`src/rtl/fetch_pc_stage_pkg.sv`:
```
// Shared widths and constants for the fetch / PC stage.
package fetch_pc_stage_pkg;

  localparam int PC_W   = 12;
  localparam int INSN_W = 32;

  localparam logic [PC_W-1:0]   RESET_PC = 12'd0;
  localparam logic [INSN_W-1:0] NOP_INSN = '0;

endpackage

```
`src/rtl/fetch_pc_stage_pc_incr_12.sv`:
```
// Ripple-carry +1 incrementer built from explicit half-adder cells; wraps modulo 2^W.
module pc_incr_12 #(
  parameter int W = 12
) (
  input  logic [W-1:0] a,
  output logic [W-1:0] sum
);

  logic [W-1:0] carry;

  assign carry[0] = 1'b1;

  // Each bit is a half adder fed by the carry out of the bit below; the top carry is dropped.
  for (genvar i = 0; i < W; i++) begin : g_bit
    assign sum[i] = a[i] ^ carry[i];
    if (i < W - 1) begin : g_carry
      assign carry[i+1] = a[i] & carry[i];
    end
  end

endmodule

```
`src/rtl/fetch_pc_stage.sv`:
```
// PC register plus fetch/decode latch with stall skid register and flush bubble insertion.
module fetch_pc_stage
  import fetch_pc_stage_pkg::*;
#(
  parameter int                 PC_W     = fetch_pc_stage_pkg::PC_W,
  parameter int                 INSN_W   = fetch_pc_stage_pkg::INSN_W,
  parameter logic [PC_W-1:0]    RESET_PC = fetch_pc_stage_pkg::RESET_PC
) (
  input  logic              clock,
  input  logic              reset,
  input  logic [PC_W-1:0]   next_pc,
  input  logic              stall,
  input  logic              flush,
  input  logic [INSN_W-1:0] imem_q,
  output logic [PC_W-1:0]   imem_address,
  output logic [PC_W-1:0]   pc_plus1,
  output logic [PC_W-1:0]   fd_pc,
  output logic [PC_W-1:0]   fd_pc_plus1,
  output logic [INSN_W-1:0] fd_insn,
  output logic              fd_valid
);

  logic [PC_W-1:0]   pc_q, pc_d;
  logic [PC_W-1:0]   f_pc_q, f_pc_d;
  logic              f_valid_q, f_valid_d;
  logic              hold_q, hold_d;
  logic [INSN_W-1:0] hold_insn_q, hold_insn_d;

  pc_incr_12 #(.W(PC_W)) u_pc_incr (
    .a   (pc_q),
    .sum (pc_plus1)
  );

  pc_incr_12 #(.W(PC_W)) u_fd_pc_incr (
    .a   (f_pc_q),
    .sum (fd_pc_plus1)
  );

  assign imem_address = pc_q;
  assign fd_pc        = f_pc_q;
  assign fd_valid     = f_valid_q;
  assign fd_insn      = !f_valid_q ? INSN_W'(NOP_INSN) : (hold_q ? hold_insn_q : imem_q);

  // Flush beats stall; the first stalled edge parks the in-flight word before memory moves on.
  always_comb begin
    pc_d        = pc_q;
    f_pc_d      = f_pc_q;
    f_valid_d   = f_valid_q;
    hold_d      = hold_q;
    hold_insn_d = hold_insn_q;
    if (flush) begin
      pc_d      = next_pc;
      f_valid_d = 1'b0;
      hold_d    = 1'b0;
    end else if (stall) begin
      if (!hold_q) begin
        hold_insn_d = imem_q;
        hold_d      = 1'b1;
      end
    end else begin
      f_pc_d    = pc_q;
      f_valid_d = 1'b1;
      pc_d      = next_pc;
      hold_d    = 1'b0;
    end
  end

  always_ff @(posedge clock) begin
    if (reset) begin
      pc_q        <= RESET_PC;
      f_pc_q      <= '0;
      f_valid_q   <= 1'b0;
      hold_q      <= 1'b0;
      hold_insn_q <= '0;
    end else begin
      pc_q        <= pc_d;
      f_pc_q      <= f_pc_d;
      f_valid_q   <= f_valid_d;
      hold_q      <= hold_d;
      hold_insn_q <= hold_insn_d;
    end
  end

endmodule

```
`config.mk`:
```
export PLATFORM = sky130hd
export DESIGN_NAME = fetch_pc_stage
export DESIGN_NICKNAME = d
export VERILOG_FILES = /design/src/rtl/fetch_pc_stage_pkg.sv /design/src/rtl/fetch_pc_stage_pc_incr_12.sv /design/src/rtl/fetch_pc_stage.sv
export SDC_FILE = /design/constraint.sdc
export NUM_CORES = 1
export LEC_CHECK = 0
export BUFFER_PORTS_ARGS = -buffer_cell sky130_fd_sc_hd__buf_2
export CAP_MARGIN = 25
export CORE_UTILIZATION = 50
export DETAILED_ROUTE_END_ITERATION = 6
export PLACE_DENSITY = 0.85
export RECOVER_POWER = 25
export SLEW_MARGIN = 10
export SYNTH_ARGS = -nofsm -noshare
export SYNTH_HDL_FRONTEND = slang
export SYNTH_SLANG_ARGS = --single-unit
```
`constraint.sdc`:
```
create_clock -name clock -period 4 [get_ports clock]
set_input_delay 0.8 -clock clock [delete_from_list [all_inputs] [get_ports clock]]
set_output_delay 0.8 -clock clock [all_outputs]
set_load 0.005 [all_outputs]
```
==> summary.txt <==
Cells and area
  – Commonest non-fill, non-tap cell in the layout: buf_2
  – Layout cell share with drive strength beyond 1: 28.4%
  – Area growth syn-to-layout: 31.0%
  – Nets@finish: 535
  – N_diodes: 0
  – Commonest cells after routing, fill and taps aside: 113 x buf_2, 112 x nand2_1, 57 x dfxtp_1
  – Final core area utilization: 69.6%
  – Design area: 0.00362 mm²

Die
  – Die area: 0.00584 mm²
  – Core Region: 0.00520 mm²
  – Rows: 26
  – Die height: 76.4 µm
  – Initial Util: 53.2%
  – Ports: 129
  – Horiz. Die Dim: 76.4 µm

Clock network
  – CTS max path bufs: 2
  – Post-CTS Setup Inserts: 0
  – Clock Root Buffer: clkbuf_8
  – CTS tree: done
  – CTS clk-pin slew, worst paths: 0.06 ns
  – Inserted Clock Buffers: 9
  – Number of hold buffers added after cts: 0
  – H-tree depth: 3
  – Clock network latency to the later pin of the worst-skew pair: 0.33 ns
  – Post-CTS sizing: 0
  – Clock sinks: 58

Power
  – Maximum resistive drop on vdd: 244 µV
  – Leakage: 1.75 nW
  – PwrDens: 356 mW/mm²
  – Total chip power: 1.29 mW

Routing
  – Vias/cell: 5.11
  – First drt pass iteration count: 4
  – DRC viols: 0
  – Wirelength, routed: 6860 µm
  – ANT nets after route: 0
  – Vias: 2769
  – Initial DRC count: 137
  – Routed wire per std cell: 12.7 µm

GRT
  – All-Layer GR Usage: 23.3%
  – Met2 global-route usage: 39.2%
  – Initial antenna violation count: 0
  – Largest net degree at the start of global routing: 59
  – Met1 GRT Util: 26.9%
  – Vias in the first global route: 2377
  – GRT overflow: 0
  – Met3 Track Usage GR: 8.38%
  – Gr busiest metal: met2
  – First-pass GRT wire length: 10800 µm

Setup path
  – Critical path capture point type: output port
  – Ordered list of cells on the worst path: ha_1 -> ha_1 -> ha_1 -> ha_1 -> ha_1 -> ha_1 -> ha_1 -> ha_1 -> ha_1 -> ha_1 -> xor2_1 -> buf_2
  – Crit-path max FO: 5
  – Kind of critical path: flip-flop to output port
  – WP data required: 3.20 ns
  – Worst EP arrival: 2.80 ns
  – CP dominant cell by count: ha_1
  – Critical path's top delay family: adder cells
  – Startpoint Class: flip-flop
  – Worst path slowest cell: dfxtp_1
  – Slowest stage delay, CP: 0.35 ns
  – Buf/Inv on CP: 1

Place
  – DPL Wire Length: 4730 µm
  – Global placement routability congestion: 0.760
  – Placed Area: 0.00339 mm²
  – Place WS: 0.737 ns
  – PortBufs: 128

Timing
  – Max frequency: 278 MHz
  – Worst slew margin: -22.5%
  – Crit share post-route: 90.0%
  – Worst clock skew: 0.00423 ns
  – Fin crit period: 3.60 ns
  – Final hold violation count: 0
  – Setup WS post-layout: 0.402 ns
  – Slew @ Worst Pin: 1.84 ns
  – Max Slew Vio Count: 42
  – Setup violators final: 0
  – Setup TNS: 0 ns
  – RSZ-0062 raised after global routing: no

Logic synthesis
  – Seq cells post-synth: 58
  – Register area share after synthesis: 42.0%
  – Post-Synthesis Cells: 347
  – Syn Area/Cell: 7.98 µm²
  – Yosys warns: 0
  – Yosys top cell by area: dfxtp_1
  – Synth top area cells: dfxtp_1 42%, nand2_1 15%, mux2i_1 12%
  – Synth Net Count: 415
  – Mapped cell area: 0.00277 mm²
  – Synth top area share: 42.0%
  – Yosys cell types: 18

Run status
  – Status: complete, but fails checks
  – Failing checks: max-capacitance violations, max-slew violations

Flow run
  – Max-Cap Viols: 1

Min path
  – Hold crit path type: flip-flop to flip-flop
[cell families after synthesis]
group / Yosys count / share of synthesized area, %
simple gates: 151 / 21.2
flops: 58 / 42.0
compound gates: 57 / 10.4
mux: 32 / 11.6
buf+inv: 27 / 5.15
fa+ha+maj: 20 / 9.04
xor+xnor: 2 / 0.633
[registers in the layout (all words and copies together), names as in the netlist]
name / cells
fd_pc: 12
hold_q: 1
fd_valid: 1
hold_insn_q: 32
imem_address: 12
[worst paths after layout]
check	from	end	slack (ns)	depth (start not counted)
worst max-delay path	imem_address[0]	pc_plus1[11]	0.40	12
worst min-delay path	hold_insn_q[27]	hold_insn_q[27]	0.46	2
worst max register to register	hold_q	hold_insn_q[15]	2.04	5
worst min register to register	hold_insn_q[27]	hold_insn_q[27]	0.46	2
[per-layer routing]
layer	up-vias	part of all wire, %	wire [µm]
met5	-	0	0
met4	0	1.6	108
met1	1263	41	2840
li1	1372	-	-
met2	124	48	3310
met3	10	8.9	610
[layout make-up]
class,count,area [µm²]
tap,70,87.6
clock buffer,14,173
sequential,58,1160
clock inverter,2,10.0
timing repair buffer,133,711
fill,439,1580
inverter,3,11.3
multi-input combinational,262,1470
[cells in the mapped netlist]
master and number:
a21oi_1 56, ha_1 20, nor2_1 34, nor3b_2 1
or2_2 1, xor2_1 2, mux2i_1 32, a211oi_1 1
clkbuf_1 9, nand2_1 112, or3b_1 1, dfxtp_1 58
buf_6 4, nor2b_1 1, inv_1 3, buf_2 9
nand2b_1 1, buf_1 2
[per-stage QoR]
| step | instances | hold WS, ns |
|---|---|---|
| after global routing | 542 | 0.478 |
| after CTS | 538 | 0.456 |
| after global placement | 521 | 0.441 |
| after detailed placement | 522 | 0.448 |
| final | 542 | 0.455 |
| after floorplan | 347 | 0.436 |
[worst register-to-register path, stage by stage (launching register included)]
cell     delay (ns)
dfxtp_2        0.67
buf_16         0.25
or3b_1         0.46
buf_8          0.24
nand2_1        0.07
a21oi_1        0.18
[report_power, final]
| part | switching [mW] | internal (mW) |
|---|---|---|
| clock network | 0.220 | 0.274 |
| logic | 0.0913 | 0.0796 |
| registers | 0.0218 | 0.605 |
(Power assumes the default switching activity.)
